$ cat src/rtl/mem_acc_pkg.sv
// Shared types and constants for the memory access controller slice.
// Latency: n/a (declarations only).
// Backpressure: n/a (declarations only).
//
// Contents: FSM state encoding, grant owner encoding, wait-count sizing.
package mem_acc_pkg;

    typedef enum logic [1:0] {
        ST_IDLE    = 2'd0,
        ST_ACCESS  = 2'd1,
        ST_CAPTURE = 2'd2,
        ST_DONE    = 2'd3
    } state_t;

    // Grant owner encoding; also the bit index of each requester in req/mask vectors.
    localparam logic GNT_CPU = 1'b0;
    localparam logic GNT_IO  = 1'b1;

    localparam int WAIT_MAX = 15;
    localparam int WCNT_W   = 4;

endpackage

$ cat src/rtl/mem_access_ctrl_if.sv
// Bundle of requester (cpu/io) handshakes and the single-port memory bus.
// Latency: n/a (wiring only).
// Backpressure: req is a level held until the matching one-cycle ack.
//
// Modports:
//   slave  - controller view: takes requests, drives acks and the memory bus.
//   master - requester/memory view: the mirror image.
interface mem_access_ctrl_if #(
    parameter int AW = 8,
    parameter int DW = 8
);
    logic          cpu_req;
    logic          cpu_we;
    logic [AW-1:0] cpu_addr;
    logic [DW-1:0] cpu_wdata;
    logic          cpu_ack;
    logic [DW-1:0] cpu_rdata;

    logic          io_req;
    logic          io_we;
    logic [AW-1:0] io_addr;
    logic [DW-1:0] io_wdata;
    logic          io_ack;
    logic [DW-1:0] io_rdata;

    logic          mem_en;
    logic          mem_we;
    logic [AW-1:0] mem_addr;
    logic [DW-1:0] mem_wdata;
    logic [DW-1:0] mem_rdata;

    logic          busy;
    logic          grant_io;

    modport slave (
        input  cpu_req, cpu_we, cpu_addr, cpu_wdata,
        output cpu_ack, cpu_rdata,
        input  io_req, io_we, io_addr, io_wdata,
        output io_ack, io_rdata,
        output mem_en, mem_we, mem_addr, mem_wdata,
        input  mem_rdata,
        output busy, grant_io
    );

    modport master (
        output cpu_req, cpu_we, cpu_addr, cpu_wdata,
        input  cpu_ack, cpu_rdata,
        output io_req, io_we, io_addr, io_wdata,
        input  io_ack, io_rdata,
        input  mem_en, mem_we, mem_addr, mem_wdata,
        output mem_rdata,
        input  busy, grant_io
    );

endinterface

$ cat src/rtl/mac_rr_arb.sv
// Two-input round-robin arbiter (cpu = bit 0, io = bit 1) with a per-requester mask.
// Latency: combinational grant; last_grant updates on the edge a grant is taken.
// Backpressure: a grant is only consumed when take = 1; otherwise nothing changes.
//
// Ports: clk, rst (async, active-high), req[1:0], mask[1:0], take,
//        gnt_vld (some eligible requester), gnt_id (GNT_CPU / GNT_IO).
module mac_rr_arb
    import mem_acc_pkg::*;
(
    input  logic       clk,
    input  logic       rst,
    input  logic [1:0] req,
    input  logic [1:0] mask,
    input  logic       take,
    output logic       gnt_vld,
    output logic       gnt_id
);

    logic       last_grant;
    logic [1:0] elig;

    always_comb begin
        elig    = req & ~mask;
        gnt_vld = |elig;
        gnt_id  = GNT_CPU;
        if (&elig) begin
            // Tie: hand the slot to whoever did not have it last time.
            gnt_id = (last_grant == GNT_IO) ? GNT_CPU : GNT_IO;
        end else if (elig[1]) begin
            gnt_id = GNT_IO;
        end
    end

    // Reset to IO so the CPU wins the first tie.
    always_ff @(posedge clk or posedge rst) begin
        if (rst) begin
            last_grant <= GNT_IO;
        end else if (take && gnt_vld) begin
            last_grant <= gnt_id;
        end
    end

endmodule

$ cat src/rtl/mem_access_ctrl.sv
// Shares one synchronous single-port memory between a CPU and an I/O requester.
// Latency: request seen in IDLE at cycle 0 -> ack in cycle WAIT+3; one access per WAIT+4 cycles.
// Backpressure: req is held until ack; only one transaction is ever outstanding.
//
// Ports: clk, reset (async, active-high), bus (mem_access_ctrl_if.slave: cpu_*, io_*, mem_*,
//        busy, grant_io). Parameters AW, DW, WAIT (0..15 extra mem_en cycles).
// Build option: define MEM_ACC_IO_PORT_EN to enable the I/O requester and round-robin arbiter;
//        without it io_req is ignored and io_ack / io_rdata / grant_io are held at 0.
module mem_access_ctrl
    import mem_acc_pkg::*;
#(
    parameter int AW   = 8,
    parameter int DW   = 8,
    parameter int WAIT = 1
) (
    input  logic               clk,
    input  logic               reset,
    mem_access_ctrl_if.slave   bus
);

    localparam logic [WCNT_W-1:0] WAIT_LAST = WCNT_W'(WAIT);

    state_t            state;
    state_t            state_nxt;
    logic [WCNT_W-1:0] wcnt;
    logic [DW-1:0]     rdata_q;
    logic              we_q;
    logic [AW-1:0]     addr_q;
    logic [DW-1:0]     wdata_q;
    logic              gnt_q;        // owner of the current / most recent transaction
    logic [1:0]        served_mask;  // blocks the just-served requester for one IDLE cycle
    logic              gnt_vld;
    logic              gnt_id;

`ifdef MEM_ACC_IO_PORT_EN
    mac_rr_arb u_arb (
        .clk     (clk),
        .rst     (reset),
        .req     ({bus.io_req, bus.cpu_req}),
        .mask    (served_mask),
        .take    (state == ST_IDLE),
        .gnt_vld (gnt_vld),
        .gnt_id  (gnt_id)
    );
`else
    // Single requester: no arbitration, only the post-ack mask applies.
    assign gnt_vld = bus.cpu_req && !served_mask[0];
    assign gnt_id  = GNT_CPU;

    logic io_unused;
    assign io_unused = bus.io_req ^ served_mask[1];
`endif

    // ---------------- state register ----------------
    always_ff @(posedge clk or posedge reset) begin
        if (reset) begin
            state <= ST_IDLE;
        end else begin
            state <= state_nxt;
        end
    end

    // ---------------- next-state logic ----------------
    always_comb begin
        state_nxt = state;
        case (state)
            ST_IDLE:    if (gnt_vld) state_nxt = ST_ACCESS;
            ST_ACCESS:  if (wcnt == WAIT_LAST) state_nxt = ST_CAPTURE;
            ST_CAPTURE: state_nxt = ST_DONE;
            ST_DONE:    state_nxt = ST_IDLE;
            default:    state_nxt = ST_IDLE;
        endcase
    end

    // ---------------- datapath / bookkeeping registers ----------------
    always_ff @(posedge clk or posedge reset) begin
        if (reset) begin
            wcnt        <= '0;
            rdata_q     <= '0;
            we_q        <= 1'b0;
            addr_q      <= '0;
            wdata_q     <= '0;
            gnt_q       <= GNT_CPU;
            served_mask <= 2'b00;
        end else begin
            case (state)
                ST_IDLE: begin
                    served_mask <= 2'b00;
                    if (gnt_vld) begin
                        // Requester inputs are only looked at on this edge.
                        gnt_q <= gnt_id;
                        if (gnt_id == GNT_IO) begin
                            we_q    <= bus.io_we;
                            addr_q  <= bus.io_addr;
                            wdata_q <= bus.io_wdata;
                        end else begin
                            we_q    <= bus.cpu_we;
                            addr_q  <= bus.cpu_addr;
                            wdata_q <= bus.cpu_wdata;
                        end
                    end
                end
                ST_ACCESS: begin
                    wcnt <= (wcnt == WAIT_LAST) ? '0 : wcnt + WCNT_W'(1);
                end
                ST_CAPTURE: begin
                    // Loaded for writes too; the value is simply not meaningful then.
                    rdata_q <= bus.mem_rdata;
                end
                ST_DONE: begin
                    // Requester may still show req in the following IDLE cycle.
                    served_mask <= (gnt_q == GNT_IO) ? 2'b10 : 2'b01;
                end
                default: ;
            endcase
        end
    end

    // ---------------- outputs ----------------
    always_comb begin
        bus.mem_en  = 1'b0;
        bus.mem_we  = 1'b0;
        bus.busy    = 1'b1;
        bus.cpu_ack = 1'b0;
        bus.io_ack  = 1'b0;
        case (state)
            ST_IDLE: bus.busy = 1'b0;
            ST_ACCESS: begin
                bus.mem_en = 1'b1;
                bus.mem_we = we_q;
            end
            ST_DONE: begin
                bus.cpu_ack = (gnt_q == GNT_CPU);
`ifdef MEM_ACC_IO_PORT_EN
                bus.io_ack  = (gnt_q == GNT_IO);
`endif
            end
            default: ;
        endcase
    end

    assign bus.mem_addr  = addr_q;
    assign bus.mem_wdata = wdata_q;
    assign bus.cpu_rdata = (gnt_q == GNT_CPU) ? rdata_q : '0;

`ifdef MEM_ACC_IO_PORT_EN
    assign bus.io_rdata  = (gnt_q == GNT_IO) ? rdata_q : '0;
    assign bus.grant_io  = gnt_q;
`else
    assign bus.io_rdata  = '0;
    assign bus.grant_io  = 1'b0;
`endif

endmodule

$ cat src/flat_wrapper.sv
// flat-port wrapper written by rule: the top's interface ports become plain ports
module mem_access_ctrl_flat import mem_acc_pkg::*;
#(
    parameter int AW   = 8,
    parameter int DW   = 8,
    parameter int WAIT = 1
)
  (clk, reset, bus_cpu_req, bus_cpu_we, bus_cpu_addr, bus_cpu_wdata, bus_cpu_ack, bus_cpu_rdata, bus_io_req, bus_io_we, bus_io_addr, bus_io_wdata, bus_io_ack, bus_io_rdata, bus_mem_en, bus_mem_we, bus_mem_addr, bus_mem_wdata, bus_mem_rdata, bus_busy, bus_grant_io);
  mem_access_ctrl_if #(.AW(AW), .DW(DW)) bus_i ();
  input  logic clk;
  input  logic reset;
  input wire logic [$bits(bus_i.cpu_req)-1:0] bus_cpu_req;
  input wire logic [$bits(bus_i.cpu_we)-1:0] bus_cpu_we;
  input wire logic [$bits(bus_i.cpu_addr)-1:0] bus_cpu_addr;
  input wire logic [$bits(bus_i.cpu_wdata)-1:0] bus_cpu_wdata;
  output wire logic [$bits(bus_i.cpu_ack)-1:0] bus_cpu_ack;
  output wire logic [$bits(bus_i.cpu_rdata)-1:0] bus_cpu_rdata;
  input wire logic [$bits(bus_i.io_req)-1:0] bus_io_req;
  input wire logic [$bits(bus_i.io_we)-1:0] bus_io_we;
  input wire logic [$bits(bus_i.io_addr)-1:0] bus_io_addr;
  input wire logic [$bits(bus_i.io_wdata)-1:0] bus_io_wdata;
  output wire logic [$bits(bus_i.io_ack)-1:0] bus_io_ack;
  output wire logic [$bits(bus_i.io_rdata)-1:0] bus_io_rdata;
  output wire logic [$bits(bus_i.mem_en)-1:0] bus_mem_en;
  output wire logic [$bits(bus_i.mem_we)-1:0] bus_mem_we;
  output wire logic [$bits(bus_i.mem_addr)-1:0] bus_mem_addr;
  output wire logic [$bits(bus_i.mem_wdata)-1:0] bus_mem_wdata;
  input wire logic [$bits(bus_i.mem_rdata)-1:0] bus_mem_rdata;
  output wire logic [$bits(bus_i.busy)-1:0] bus_busy;
  output wire logic [$bits(bus_i.grant_io)-1:0] bus_grant_io;
  assign bus_i.cpu_req = bus_cpu_req;
  assign bus_i.cpu_we = bus_cpu_we;
  assign bus_i.cpu_addr = bus_cpu_addr;
  assign bus_i.cpu_wdata = bus_cpu_wdata;
  assign bus_cpu_ack = bus_i.cpu_ack;
  assign bus_cpu_rdata = bus_i.cpu_rdata;
  assign bus_i.io_req = bus_io_req;
  assign bus_i.io_we = bus_io_we;
  assign bus_i.io_addr = bus_io_addr;
  assign bus_i.io_wdata = bus_io_wdata;
  assign bus_io_ack = bus_i.io_ack;
  assign bus_io_rdata = bus_i.io_rdata;
  assign bus_mem_en = bus_i.mem_en;
  assign bus_mem_we = bus_i.mem_we;
  assign bus_mem_addr = bus_i.mem_addr;
  assign bus_mem_wdata = bus_i.mem_wdata;
  assign bus_i.mem_rdata = bus_mem_rdata;
  assign bus_busy = bus_i.busy;
  assign bus_grant_io = bus_i.grant_io;
  mem_access_ctrl #(.AW(AW), .DW(DW), .WAIT(WAIT)) u_core (.clk(clk), .reset(reset), .bus(bus_i));
endmodule
$ cat config.mk
export PLATFORM = sky130hd
export DESIGN_NAME = mem_access_ctrl_flat
export DESIGN_NICKNAME = d
export VERILOG_FILES = /design/src/rtl/mem_acc_pkg.sv /design/src/rtl/mem_access_ctrl_if.sv /design/src/rtl/mac_rr_arb.sv /design/src/rtl/mem_access_ctrl.sv /design/src/flat_wrapper.sv
export SDC_FILE = /design/constraint.sdc
export NUM_CORES = 1
export LEC_CHECK = 0
export CAP_MARGIN = 30
export CORE_MARGIN = 5
export CORE_UTILIZATION = 40
export CTS_BUF_LIST = sky130_fd_sc_hd__clkbuf_16
export DETAILED_ROUTE_END_ITERATION = 8
export PLACE_DENSITY = 0.93
export SYNTH_ARGS = -nofsm -noshare
export SYNTH_HDL_FRONTEND = slang
export SYNTH_SLANG_ARGS = --single-unit
$ cat constraint.sdc
create_clock -name clk -period 2.37 [get_ports clk]
set_input_delay 0.711 -clock clk [delete_from_list [all_inputs] [get_ports clk]]
set_output_delay 0.711 -clock clk [all_outputs]
set_load 0.01 [all_outputs]
Word level (Yosys, flattened, before mapping)
Index checks and enable logic that the tools add are counted.
- register bits after elaboration: 32
- bits of input ports: 46
- output and inout bits: 38
- word-level logic and storage cells: 29
- add/subtract/negate cells: 1
- eq/ne operators: 6
- multiplexer cells: 9
- reductions and logical operators: 6
- operators with widths (cell ; count):
    $pmux 2 s4 ; 1
    $add 4x1->4 const B ; 1
    $eq 2x2->1 const B ; 2
    $eq 4x1->1 const B ; 1
    $mux 1 ; 4
    $mux 2 ; 2
    $mux 4 ; 1
    $ne 2x1->1 const B ; 2
    $reduce_and 2->1 ; 2
    $eq 2x1->1 const B ; 1
    $logic_not 2->1 ; 1
    $pmux 1 s2 ; 1
    $reduce_bool 2->1 ; 1
    $logic_and 1x1->1 ; 1
    $logic_not 1->1 ; 1

Logic depth before layout (Yosys ltp)
- depth in word-level cells: 4
- depth in mapped cells: 7
- mapped depth without buffers: 5

Worst setup path before layout
Ideal clock, no wire load.
- kind: register to output
- start: reg u_core.state[1]
- end: out bus_mem_we
- arrival: 1.020 ns
- data required time: 1.659 ns
- setup slack: 0.639 ns
- cell stages (with the launch flop): 4
- buffers on the path: 0
- path through: dfrtp_1 -> inv_1 -> ha_1 -> and2_1
- cells in the longest elaborated chain, start to end: 2
- RTL lines (what ; RTL line ; source):
    start, declared ; mem_access_ctrl.sv:23 ; state_t state;
    start signal, assigned ; mem_access_ctrl.sv:59 ; state <= state_nxt;
    $eq 2x1->1 ; mem_access_ctrl.sv:126 ; case (state)
    $mux 1 ; mem_access_ctrl.sv:126 ;
    end, declared ; flat_wrapper.sv:25 ; output wire logic [$bits(bus_i.mem_we)-1:0] bus_mem_we;
No other way between the ends.

Worst setup path after layout
- start: reg u_core.state[1]
- end: out bus_busy
- cells in the longest elaborated chain, start to end: 2
- RTL lines (what ; RTL line ; source):
    $logic_not 2->1 ; mem_access_ctrl.sv:126 ;
    $mux 1 ; mem_access_ctrl.sv:126 ;
    end, declared ; flat_wrapper.sv:29 ; output wire logic [$bits(bus_i.busy)-1:0] bus_busy;
No other way between the ends.

==> impl_metrics.yaml <==
route:
  route.vias.total: 919
  drtIter0Drc: 12
  dr.pass1.iters: 2
  vias_per_cell: 4.46
  ant_nets: 0
  wl_mm: 3.10
  wl_per_cell_um: 15.1
  drc: 0
global_route:
  antenna_found_initial: 0
  grt_max_degree: 18
  grt_overflow: 0
  grt_pass1_vias: 1055
  grt_pass1_wl_mm: 5.14
  grt_use_total: 0.134
timing:
  fin_crit_sh: 0.968
  rsz0062_at_grt: "false"
  period_minus_slack_ns: 2.29
  tns_ns: 0
  fmax_mhz: 436
  setup_viol_count_final: 0
  skew_ns: 0.00346
  report.final.slew_viol_count: 0
  whs_ns: 0.499
  hold_violations: 0
power_and_ir_drop:
  p_leak_uw: 0.000941
  cellPowerDensity_mw_per_mm2: 1370
  ir_drop_uv: 818
cts:
  cts_sinks: 32
  cts_setup_buffers: 0
  cts_tree: "done"
  htree_num_levels: 2
  cts_buffers: 5
  clkSlewWorstSetupHoldPaths_ns: 0.05
  clock_latency_ns: 0.27
  clockBufferDepth: 2
  root_buffer: "clkbuf_16"
worst_setup_path:
  cp.arrival_ns: 1.58
  cp-start-kind: "flip-flop"
  path_class: "reg2out"
  cp_max_fo: 4
  required_ns: 1.66
  end_kind: "output pin"
  r2r_slack_ns: 0.64
die:
  die_area_mm2: 0.00481
  core_mm2: 0.00336
  dieWidth_um: 69.3
  initial_utilization: 0.419
  die_h_um: 69.3
  num_io_pins: 84
  rows: 21
outcome:
  status: "finished, final reports clean"
synthesis:
  synth_most_common_cell: "dfrtp_1"
  ys_seq_area_frac: 0.569
  synth_commonest_cells: "dfrtp_1, mux2_2, buf_4"
  synth-seq-cells: 32
  synth_top_area_share: 0.569
  yosys_warnings: 0
  syn_area_mm2: 0.00141
  synth_edf_count: 0
  avgSynthCellArea_um2: 14.4
  synthCells: 98
  yosys.area.top_type: "dfrtp_1"
  yosys_most_used_dff: "dfrtp_1"
  synthTopCellsByArea: "dfrtp_1, mux2_2, buf_4, ha_1, buf_6"
  async_flop_share: 1.00
  synth_cell_types: 23
finish:
  antenna_cells: 0
  area_growth_pct: 51.5
  layout-drive-gt1-share: 0.238
  fin_nets: 210
place:
  hpwl_mm: 2.32
  io_buffer_count: 55
  gp_congestion: 0.681
worst_hold_path:
  hold_class: "reg2reg"
run:
  maxCapViolCount: 0
-- cell usage in the layout (no fill, tap or decap), drive strengths merged, types with 2 or more instances in the layout --
| cell | instances |
|---|---|
| clkbuf | 5 |
| xnor2 | 2 |
| mux2 | 27 |
| clkinv | 2 |
| clkdlybuf4s50 | 54 |
| ha | 5 |
| conb | 10 |
| nand2 | 2 |
| buf | 3 |
| inv | 4 |
| dfrtp | 32 |
-- worst max-delay path, cell delays in order (launching register included) --
cell and delay (ns):
dfrtp_1 0.40, inv_1 0.10, ha_1 0.21, inv_1 0.07
clkdlybuf4s50_1 0.53
-- metrics by stage --
step | total power, uW | std cells | cell area, um2 | setup WS [ns] | util
floorplan | 1600 | 107 | 1440 | 0.639 | -
global placement | 2170 | 198 | 1970 | 0.192 | 0.586
detailed placement | 2230 | 198 | 1970 | 0.162 | 0.586
CTS | 2960 | 206 | 2130 | 0.0678 | 0.634
global route | 3110 | 206 | 2130 | 0.0134 | 0.634
finish | 2930 | 206 | 2130 | 0.0767 | 0.634
-- flip-flops by register name (all words and copies together), names as in the netlist --
register	count
u_core.bus.mem_addr	8
u_core.bus.mem_wdata	8
u_core.rdata_q	8
u_core.served_mask	1
u_core.state	2
u_core.wcnt	4
u_core.we_q	1
-- layout make-up --
cell class                      instances  area [um2]
Clock buffer                            5         125
Sequential cell                        32         801
Multi-Input combinational cell         58         524
Timing Repair Buffer                   58         572
Fill cell                             269        1230
Tap cell                               46        57.6
Inverter                                4        15.0
Clock inverter                          3        37.5
-- cells by family after synthesis --
logic type	Yosys count	share of synthesized area
AO/OA/AOI/OAI	3	0.0178
XOR/XNOR	3	0.0187
adder cells (fa/ha/maj)	5	0.0444
buffers and inverters	17	0.0827
flip-flops	32	0.569
multiplexers	28	0.223
other	1	0.00266
AND/OR/NAND/NOR	9	0.0418
-- timing repair --
item / 4_1_cts / 5_1_grt
hold buffers: 0 / 0
resized for setup: 1 / 0
endpoints found under the setup margin: 1 / 0
-- routing by layer --
metal / track usage / wire, um
met1: 0.151 / 1170
met2: 0.229 / 1590
met3: 0.0652 / 326
met4: 0.0325 / 19
met5: 0 / 0
-- path summary, 6_finish.rpt --
| kind | depth (start not counted) | end | from |
|---|---|---|---|
| setup reg to reg | 5 | u_core.bus.mem_wdata[1] | u_core.state[0] |
| hold reg to reg | 1 | u_core.bus.mem_wdata[6] | u_core.bus.mem_wdata[6] |
| min in group asynchronous | 3 | u_core.we_q | reset |
| max in group asynchronous | 3 | u_core.bus.mem_addr[1] | reset |
| hold / removal | 1 | u_core.bus.mem_wdata[6] | u_core.bus.mem_wdata[6] |
| setup / recovery | 4 | bus_busy | u_core.state[1] |
-- where the power goes --
| group | internal (uW) | switching (uW) |
|---|---|---|
| Clock | 487 | 211 |
| Combinational | 782 | 489 |
| Sequential | 807 | 149 |
| Total | 2080 | 849 |
Power figures use the tool's default switching activity.
